`src/rtl/rr_decode_arbiter_if.sv`:
```
// Bus between the requester bank and the round-robin decode arbiter.
// master: requester side (drives req/done, observes the grant).
// slave : arbiter side (observes req/done, drives the grant).
interface rr_decode_arbiter_if;
  logic [15:0] req;
  logic        done;
  logic [15:0] gnt;
  logic [3:0]  gnt_idx;
  logic        gnt_valid;
  logic        timeout;

  modport master (
    output req,
    output done,
    input  gnt,
    input  gnt_idx,
    input  gnt_valid,
    input  timeout
  );

  modport slave (
    input  req,
    input  done,
    output gnt,
    output gnt_idx,
    output gnt_valid,
    output timeout
  );
endinterface

```
`src/rtl/rr_decode_arbiter.sv`:
```
// Round-robin arbiter sharing one 16-way one-hot select among 16 requesters.
// The winner's index is decoded to a one-hot grant (4x16 decoder mapping) and
// held until the owner pulses done or drops its request. A mandatory IDLE
// cycle separates consecutive grants.
// Optional build macro HOLD_TIMEOUT_EN adds an 8-bit hold counter that revokes
// a grant after MAX_HOLD cycles and pulses timeout; without it timeout is 0.
module rr_decode_arbiter #(
  parameter logic [7:0] MAX_HOLD = 8'd255
) (
  input  logic               clk,
  input  logic               rst_n,
  rr_decode_arbiter_if.slave bus
);

  localparam logic [0:0] ST_IDLE = 1'b0;
  localparam logic [0:0] ST_BUSY = 1'b1;

  // Same index-to-one-hot mapping as the shared 4x16 decoder.
  function automatic logic [15:0] decode_4to16(input logic [3:0] idx);
    decode_4to16 = 16'h0001 << idx;
  endfunction

  logic [0:0]  state_q;
  logic [3:0]  last_q;
  logic [15:0] gnt_q;
  logic [3:0]  gnt_idx_q;
  logic        gnt_valid_q;
  logic        timeout_q;

  logic [3:0]  cand;
  logic [3:0]  win_idx;
  logic        win_found;
  logic        owner_req;
  logic        expire;
  logic        release_grant;
  logic        timeout_next;

  // Rotating priority search starting just after the last owner.
  // NOTE: every always_comb output gets a default first, so no path leaves a
  // signal unassigned and no latch is inferred.
  always_comb begin
    cand      = '0;
    win_idx   = '0;
    win_found = 1'b0;
    for (int i = 0; i < 16; i++) begin
      cand = last_q + 4'(i + 1);
      if (!win_found && bus.req[cand]) begin
        win_idx   = cand;
        win_found = 1'b1;
      end
    end
  end

`ifdef HOLD_TIMEOUT_EN
  logic [7:0] hold_cnt_q;

  assign expire = (state_q == ST_BUSY) && (hold_cnt_q == (MAX_HOLD - 8'd1));

  // Hold counter: cleared when a grant is issued, counts each held cycle.
  always_ff @(posedge clk or negedge rst_n) begin
    if (!rst_n) begin
      hold_cnt_q <= 8'd0;
    end else if (state_q == ST_IDLE) begin
      if (win_found) hold_cnt_q <= 8'd0;
    end else if (!release_grant) begin
      hold_cnt_q <= hold_cnt_q + 8'd1;
    end
  end
`else
  // MAX_HOLD has no effect without the hold timer.
  logic [7:0] unused_max_hold;
  assign unused_max_hold = MAX_HOLD;
  assign expire          = 1'b0;
`endif

  assign owner_req     = bus.req[gnt_idx_q];
  assign release_grant = bus.done || !owner_req || expire;
  // done and a request drop both take precedence over expiry.
  assign timeout_next  = expire && !bus.done && owner_req;

  // Grant FSM: issue in IDLE, hold and watch for release in BUSY.
  // NOTE: state registers use non-blocking assignments so every register
  // samples the pre-edge values regardless of statement order.
  always_ff @(posedge clk or negedge rst_n) begin
    if (!rst_n) begin
      state_q     <= ST_IDLE;
      last_q      <= 4'd15;
      gnt_q       <= 16'h0000;
      gnt_idx_q   <= 4'd0;
      gnt_valid_q <= 1'b0;
      timeout_q   <= 1'b0;
    end else begin
      timeout_q <= 1'b0;
      case (state_q)
        ST_IDLE: begin
          if (win_found) begin
            gnt_idx_q   <= win_idx;
            gnt_q       <= decode_4to16(win_idx);
            gnt_valid_q <= 1'b1;
            state_q     <= ST_BUSY;
          end
        end
        ST_BUSY: begin
          if (release_grant) begin
            gnt_q       <= 16'h0000;
            gnt_valid_q <= 1'b0;
            last_q      <= gnt_idx_q;
            timeout_q   <= timeout_next;
            state_q     <= ST_IDLE;
          end
        end
        default: state_q <= ST_IDLE;
      endcase
    end
  end

  assign bus.gnt       = gnt_q;
  assign bus.gnt_idx   = gnt_idx_q;
  assign bus.gnt_valid = gnt_valid_q;
  assign bus.timeout   = timeout_q;

endmodule

```
`src/flat_wrapper.sv`:
```
// flat-port wrapper written by rule: the top's interface ports become plain ports
module rr_decode_arbiter_flat 
#(
  parameter logic [7:0] MAX_HOLD = 8'd255
)
  (clk, rst_n, bus_req, bus_done, bus_gnt, bus_gnt_idx, bus_gnt_valid, bus_timeout);
  rr_decode_arbiter_if bus_i ();
  input  logic clk;
  input  logic rst_n;
  input wire logic [$bits(bus_i.req)-1:0] bus_req;
  input wire logic [$bits(bus_i.done)-1:0] bus_done;
  output wire logic [$bits(bus_i.gnt)-1:0] bus_gnt;
  output wire logic [$bits(bus_i.gnt_idx)-1:0] bus_gnt_idx;
  output wire logic [$bits(bus_i.gnt_valid)-1:0] bus_gnt_valid;
  output wire logic [$bits(bus_i.timeout)-1:0] bus_timeout;
  assign bus_i.req = bus_req;
  assign bus_i.done = bus_done;
  assign bus_gnt = bus_i.gnt;
  assign bus_gnt_idx = bus_i.gnt_idx;
  assign bus_gnt_valid = bus_i.gnt_valid;
  assign bus_timeout = bus_i.timeout;
  rr_decode_arbiter #(.MAX_HOLD(MAX_HOLD)) u_core (.clk(clk), .rst_n(rst_n), .bus(bus_i));
endmodule
```
`config.mk`:
```
export PLATFORM = sky130hd
export DESIGN_NAME = rr_decode_arbiter_flat
export DESIGN_NICKNAME = d
export VERILOG_FILES = /design/src/rtl/rr_decode_arbiter_if.sv /design/src/rtl/rr_decode_arbiter.sv /design/src/flat_wrapper.sv
export SDC_FILE = /design/constraint.sdc
export NUM_CORES = 1
export LEC_CHECK = 0
export CAP_MARGIN = 25
export CORE_MARGIN = 4
export CORE_UTILIZATION = 45
export DETAILED_ROUTE_END_ITERATION = 12
export DONT_BUFFER_PORTS = 1
export PLACE_DENSITY = 0.62
export SLEW_MARGIN = 20
export SYNTH_ARGS = -nofsm -noshare
export SYNTH_HDL_FRONTEND = slang
export SYNTH_SLANG_ARGS = --single-unit
```
`constraint.sdc`:
```
create_clock -name clk -period 8.93 [get_ports clk]
set_input_delay 0.4465 -clock clk [delete_from_list [all_inputs] [get_ports clk]]
set_output_delay 0.4465 -clock clk [all_outputs]
set_load 0.005 [all_outputs]
```
==> results of run 1 <==
[worst max-delay path, stage by stage, from the launching register on]
cell and delay (ps):
dfstp_2 970, clkinv_1 410, ha_1 740, mux4_1 510, mux2i_1 370, mux2i_2 190
or3_1 600, nor4_4 450, a21oi_1 290, nor2_2 540, nand2_1 120, o31ai_1 90
[kinds of logic (layout without fill, tap and decap cells)]
family	Yosys count	after routing	share of synthesized area
fa+ha+maj	8	8	0.0271
flops	26	26	0.178
other cells	1	1	0.00102
buf+inv	31	17	0.0641
simple gates	112	112	0.163
compound gates	103	103	0.214
mux	79	79	0.329
xor+xnor	9	9	0.0234
[layout by cell type, fill, tap and decap left out, drive strengths merged, types with 4 or more instances in the layout]
master	synthesis	final
nand2	41	41
mux4	29	29
mux2i	28	28
nor2	26	26
mux2	22	22
dfrtp	22	22
a21oi	19	19
o31ai	12	12
o21ai	12	12
inv	10	10
ha	8	8
a32o	8	8
nand3	7	7
xnor2	7	7
nor2b	6	6
a31oi	6	6
o22ai	6	6
nand4	6	6
a22oi	4	4
o211ai	4	4
a211oi	4	4
dfstp	4	4
nand4b	4	4
nor3	4	4
[stage by stage]
| stage | cell area [sq um] | hold WS, ps | setup WS, ps |
|---|---|---|---|
| finish | 3710 | 15.0 | 3570 |
| global route | 3710 | 2.05 | 3180 |
| CTS | 3700 | 11.3 | 3570 |
| detailed placement | 3620 | 152 | 3600 |
| global placement | 3620 | 152 | 3670 |
| floorplan | 3690 | 151 | 4340 |
[per-layer routing]
layer | share of wire | routed length [microns] | vias to the layer above
li1 | - | - | 1447
met1 | 0.43 | 4410 | 1558
met2 | 0.46 | 4800 | 164
met3 | 0.093 | 957 | 15
met4 | 0.015 | 156 | 0
met5 | 0 | 0 | -
[worst paths after layout]
kind	startpoint	endpoint	depth (start not counted)
hold / removal	rst_n	u_core.last_q[0]$_DFFE_PN1P_	0
min in group clk	u_core.bus.gnt[10]$_DFFE_PN0P_	u_core.bus.gnt[10]$_DFFE_PN0P_	2
setup / recovery	u_core.last_q[0]$_DFFE_PN1P_	u_core.bus.gnt[14]$_DFFE_PN0P_	11
hold reg to reg	u_core.bus.gnt[10]$_DFFE_PN0P_	u_core.bus.gnt[10]$_DFFE_PN0P_	2
max in group asynchronous	rst_n	u_core.bus.gnt_idx[2]$_DFFE_PN0P_	2
setup reg to reg	u_core.last_q[0]$_DFFE_PN1P_	u_core.bus.gnt[14]$_DFFE_PN0P_	11
[timing repair]
item                                    4_1_cts  5_1_grt
endpoints found under the setup margin        0        0
endpoints found under the hold margin        22        0
hold buffers                                  1        0
[flip-flops by register name, indices dropped and copies added (netlist names)]
register              cells
u_core.bus.gnt           16
u_core.bus.gnt_idx        4
u_core.last_q             4
u_core.bus.gnt_valid      1
u_core.state_q            1
[layout make-up]
cell class / instances / area (sq um) / area share
sequential: 26 / 656 / 0.176
timing repair buffer: 2 / 21.3 / 0.00573
clock buffer: 3 / 41.3 / 0.0111
tap: 102 / 128 / 0.0344
inverter: 11 / 41.3 / 0.0111
multi-input combinational: 312 / 2800 / 0.753
clock inverter: 1 / 30.0 / 0.00808
==> flow_summary_export.csv, run 1 <==
group,metric,value,unit
global_routing,use_met1,0.291,
place,dp_cells,451,
worst_setup_path,endpoint_kind,"register",
synthesis,yosys_register_bits,26,
global_routing,antenna_found_initial,0,
floorplan,start_util,0.470,
floorplan,fp.dieH,98.6,microns
synthesis,avgSynthCellArea,10.0,sq um
worst_setup_path,cp.arrival,5540,ps
detailed_routing,drc,0,
synthesis,synth_most_common_cell,"nand2_1",
global_routing,use_met2,0.333,
synthesis,synth_area_leader_cell,"dfrtp_1",
clock_tree,clk_latency,270,ps
floorplan,placementRows,32,
synthesis,syn-cell-area,3690,sq um
timing,drv_slew,0,
worst_setup_path,critPathKind,"reg2reg",
global_routing,busiest_layer,"met2",
timing,finalCriticalPeriod,5360,ps
finish,drive_gt1_frac,0.214,
synthesis,synth_cell_types,77,
worst_hold_path,hp-class,"in2async",
place,io_buffers,0,
synthesis,async_reset_ff_frac,1.00,
timing,skew,9.63,ps
clock_tree,clock_sinks,26,
floorplan,pin_count,41,
finish,nNetsFinal,383,
timing,worst_slew_pin_slew,939,ps
worst_setup_path,crit_fanout,29,
finish,nFillCells,752,
timing,tns,0,ps
clock_tree,root_buffer,"clkbuf_8",
detailed_routing,post_drt_wl_per_cell,22.6,microns
detailed_routing,drt-total-wl,10.3,mm
place,dp_hpwl,7.85,mm
clock_tree,clockBufferDepth,2,
synthesis,synth-edff-count,0,
floorplan,fp.dieW,98.6,microns
timing,slew_headroom,0.370,
global_routing,gr-total-overflow,0,
synthesis,ys_dominant_reg_cell,"dfrtp_1",
synthesis,syn_nets,396,
status,status,"complete, no violations",
global_routing,grt_pass1_vias,3011,
clock_tree,post_cts.repair.setup_buffers,0,
global_routing,grt_pass1_wl,16.6,mm
clock_tree,cts.clk_slew.worst_paths,90,ps
floorplan,dieArea,9710,sq um
detailed_routing,drt_pre_antenna_iters,5,
worst_setup_path,cp-start-kind,"register",
global_routing,grt_max_degree,35,
worst_setup_path,ff2ff_setup_slack,3570,ps
clock_tree,cts_made_buffers,3,
detailed_routing,drt-initial-drc-count,363,
detailed_routing,ant_nets,0,
timing,finalCritPeriodShare,0.600,
finish,final_cells,457,
synthesis,yosysWarnings,0,
timing,fmax,0.186,GHz
clock_tree,postCtsResizedCells,0,
floorplan,core-area,7850,sq um
finish,utilization,0.473,
clock_tree,cts_tree,"done",
worst_setup_path,required,9110,ps
synthesis,syn_inst,369,
synthesis,ys_seq_area_frac,0.178,
run,drv_cap,0,
detailed_routing,vias_per_cell,6.97,
global_routing,grtUsageTotal,0.208,
clock_tree,cts-htree-levels,1,
detailed_routing,via_count,3184,
timing,hold_viol_final,0,
synthesis,yosys-top-cells-count,"41 x nand2_1, 27 x mux2i_1, 25 x nor2_1, 22 x dfrtp_1, 22 x mux2_2",
place,routabilityCongestion,0.939,
synthesis,synth_area_leaders,"dfrtp_1 15%, mux4_2 13%, mux2i_1 7.3%",
finish,diodes,0,
synthesis,synth.top_cell.area_share,0.149,
finish,area_growth,0.678,%
timing,setup_violations,0,
global_routing,grt_use_met3,0.0432,
timing,rsz0062_at_grt,"no",
Power of run 1 is not shown: default switching activity piles up to over one toggle a cycle in this logic, so the estimate is an artifact.
==> inputs of run 2 (changes only) <==
--- a/config.mk
+++ b/config.mk
@@ -5,6 +5,7 @@
 export SDC_FILE = /design/constraint.sdc
 export NUM_CORES = 1
 export LEC_CHECK = 0
+export ABC_AREA = 1
 export CAP_MARGIN = 25
 export CORE_MARGIN = 4
 export CORE_UTILIZATION = 45
==> constraint.sdc (replaced) <==
create_clock -name clk -period 5.37 [get_ports clk]
set_input_delay 0.2685 -clock clk [delete_from_list [all_inputs] [get_ports clk]]
set_output_delay 0.2685 -clock clk [all_outputs]
set_load 0.005 [all_outputs]
==> run 2 against run 1 <==
Critical path depth grew 16. Fmax grew 25%. Synthesized cell count grew 38%. Critical endpoint unchanged. Largest cell class unchanged. Highest routed layer unchanged.
==> flow_summary_export.csv, run 2 <==
group,metric,value,unit
timing,drv_slew,0,
finish,fin_area,3340,sq um
clock_tree,clk_latency,270,ps
finish,drive_gt1_frac,0.164,
synthesis,syn-cell-area,3200,sq um
worst_setup_path,crit_fanout,18,
floorplan,start_util,0.468,
clock_tree,cts_tree,"done",
synthesis,synth-edff-count,0,
worst_setup_path,cp-start-kind,"register",
synthesis,syn_nets,537,
global_routing,gr-total-overflow,0,
status,status,"complete, no violations",
worst_setup_path,critPathKind,"reg2reg",
timing,fmax,0.233,GHz
timing,slew_headroom,0.653,
finish,diodes,0,
clock_tree,cts_made_buffers,3,
finish,largest_reg_flops,16,
synthesis,ys_seq_area_frac,0.205,
place,dp_hpwl,7.61,mm
synthesis,async_reset_ff_frac,1.00,
worst_setup_path,endpoint_kind,"register",
timing,hold_viol_final,0,
finish,nNetsFinal,534,
floorplan,dieArea,8520,sq um
timing,rsz0062_at_grt,"no",
global_routing,grt_pass1_vias,3089,
finish,final_common_cell,"nand2_1",
finish,layout_common_cells,"174 x nand2_1, 95 x nand3_1, 33 x inv_1, 28 x nor2_1, 22 x dfrtp_1",
clock_tree,postCtsResizedCells,0,
worst_setup_path,cp.arrival,4520,ps
synthesis,yosys_register_bits,26,
clock_tree,clock_sinks,26,
worst_setup_path,critPathMostFrequentCell,"nand2_1",
synthesis,yosys-top-cells-count,"174 x nand2_1, 95 x nand3_1, 33 x inv_1, 28 x nor2_1, 22 x dfrtp_1",
worst_setup_path,cpMaxStageDelayCell,"dfstp_2",
timing,finalCritPeriodShare,0.800,
detailed_routing,drc,0,
synthesis,synth.top_cell.area_share,0.204,
worst_setup_path,critPathMaxStageDelay,760,ps
detailed_routing,via_count,3341,
clock_tree,cts.clk_slew.worst_paths,90,ps
finish,register_area,656,sq um
clock_tree,root_buffer,"clkbuf_8",
place,routabilityCongestion,1.00,
timing,finalCriticalPeriod,4300,ps
finish,area_growth,4.42,%
clock_tree,post_cts.repair.setup_buffers,0,
synthesis,synth_area_leaders,"nand2_1 20%, dfrtp_1 17%, nand3_1 15%",
detailed_routing,post_drt_wl_per_cell,15.6,microns
synthesis,synth_area_leader_cell,"nand2_1",
detailed_routing,drt-initial-drc-count,266,
finish,nFillCells,723,
synthesis,synth_most_common_cell,"nand2_1",
global_routing,antenna_found_initial,0,
global_routing,grt_pass1_wl,15.4,mm
worst_setup_path,required,5590,ps
floorplan,fp.dieW,92.3,microns
clock_tree,cts-htree-levels,1,
floorplan,core-area,6830,sq um
detailed_routing,drt-total-wl,9.41,mm
timing,worst_slew_pin_slew,517,ps
worst_hold_path,hp-class,"in2reg",
floorplan,fp.dieH,92.3,microns
timing,skew,7.37,ps
timing,setup_violations,0,
detailed_routing,drt_pre_antenna_iters,6,
floorplan,placementRows,30,
finish,multi_input_area,2270,sq um
synthesis,ys_dominant_reg_cell,"dfrtp_1",
synthesis,synth_cell_types,41,
synthesis,yosysWarnings,0,
timing,tns,0,ps
worst_setup_path,cp_top_family,"simple AND/OR/NAND/NOR gates",
detailed_routing,vias_per_cell,5.55,
global_routing,grtUsageTotal,0.223,
worst_setup_path,cp_num_buf_inv,4,
place,io_buffers,0,
floorplan,pin_count,41,
global_routing,grt_max_degree,27,
run,drv_cap,0,
place,placed_area,3240,sq um
clock_tree,cts_hold_buf,2,
clock_tree,clockBufferDepth,2,
synthesis,syn_inst,510,
detailed_routing,ant_nets,0,
synthesis,avgSynthCellArea,6.27,sq um
-- run 2: changes by cell type in the layout (fill, tap and decap cells not counted), sizes merged, moves of 22 or more --
cell and delta:
nand2 +154, nand3 +98, inv +32, mux4 -29
mux2i -28, mux2 -22, nor2 +22
-- run 2: final timing paths --
kind	start	to	slack, ps	depth (start not counted)
max in group asynchronous	rst_n	u_core.last_q[1]$_DFFE_PN1P_	4700	2
max reg2reg	u_core.last_q[1]$_DFFE_PN1P_	u_core.bus.gnt[14]$_DFFE_PN0P_	1070	27
min	bus_done	u_core.state_q$_DFF_PN0_	200	2
min reg2reg	u_core.bus.gnt[8]$_DFFE_PN0P_	u_core.bus.gnt[8]$_DFFE_PN0P_	520	2
max	u_core.last_q[1]$_DFFE_PN1P_	u_core.bus.gnt[14]$_DFFE_PN0P_	1070	27
min in group asynchronous	rst_n	u_core.bus.gnt[14]$_DFFE_PN0P_	440	2
-- run 2: worst register-to-register path, cell delays in order, from the launching register on --
cell     delay (ps)
dfstp_2         760
inv_1           110
ha_1            510
inv_1           390
nand3_1         180
nand3_1         110
nand2_1         100
nand2_2         100
nand2_4          80
nor2_8          160
nand4_4         110
nor2_4          190
nand3_1          90
nor2_1          220
nand3_1         180
nand2_1          90
inv_1            40
nand2_1          60
nand2_1          50
nand2_1          50
nand2_1          50
nand2_1          60
nand2_1          50
nand3_1         120
nand2_1         120
inv_2           140
nand2_1          70
nand2_1          60
-- run 2: cell type report --
cell class / count / share of cell area
Timing Repair Buffer: 5 / 0.0157
Tap cell: 96 / 0.0360
Clock inverter: 1 / 0.00900
Multi-Input combinational cell: 427 / 0.680
Sequential cell: 26 / 0.196
Inverter: 44 / 0.0502
Clock buffer: 3 / 0.0124
-- run 2: logic make-up (layout without fill, tap and decap cells) --
group,count (synthesis),after routing,synth area share
buffers and inverters,57,53,0.0845
AOI/OAI and AO/OA,38,38,0.0775
DFF,26,26,0.205
other,1,1,0.00117
adders and majority gates,8,8,0.0313
and+or+nand+nor,371,371,0.569
xor gates and xnor gates,9,9,0.0317
-- run 2: layer usage --
layer,GRT usage,up-vias,share of wire
met1,0.302,1537,0.45
li1,-,1667,-
met4,0.0718,0,0.019
met5,0,-,0
met3,0.0205,14,0.063
met2,0.374,123,0.47
-- run 2: metrics by stage --
| stage | hold slack, ps | instances | worst slack (ps) | util |
|---|---|---|---|---|
| 2_1_floorplan | -27.1 | 510 | 1830 | - |
| 3_3_place_gp | -26.4 | 596 | 1260 | 0.474 |
| 3_5_place_dp | -26.5 | 596 | 1170 | 0.474 |
| 4_1_cts | 215 | 602 | 1160 | 0.489 |
| 5_1_grt | 241 | 602 | 739 | 0.489 |
| 6_report | 205 | 602 | 1070 | 0.489 |
Power of run 2 is left out for the same reason.
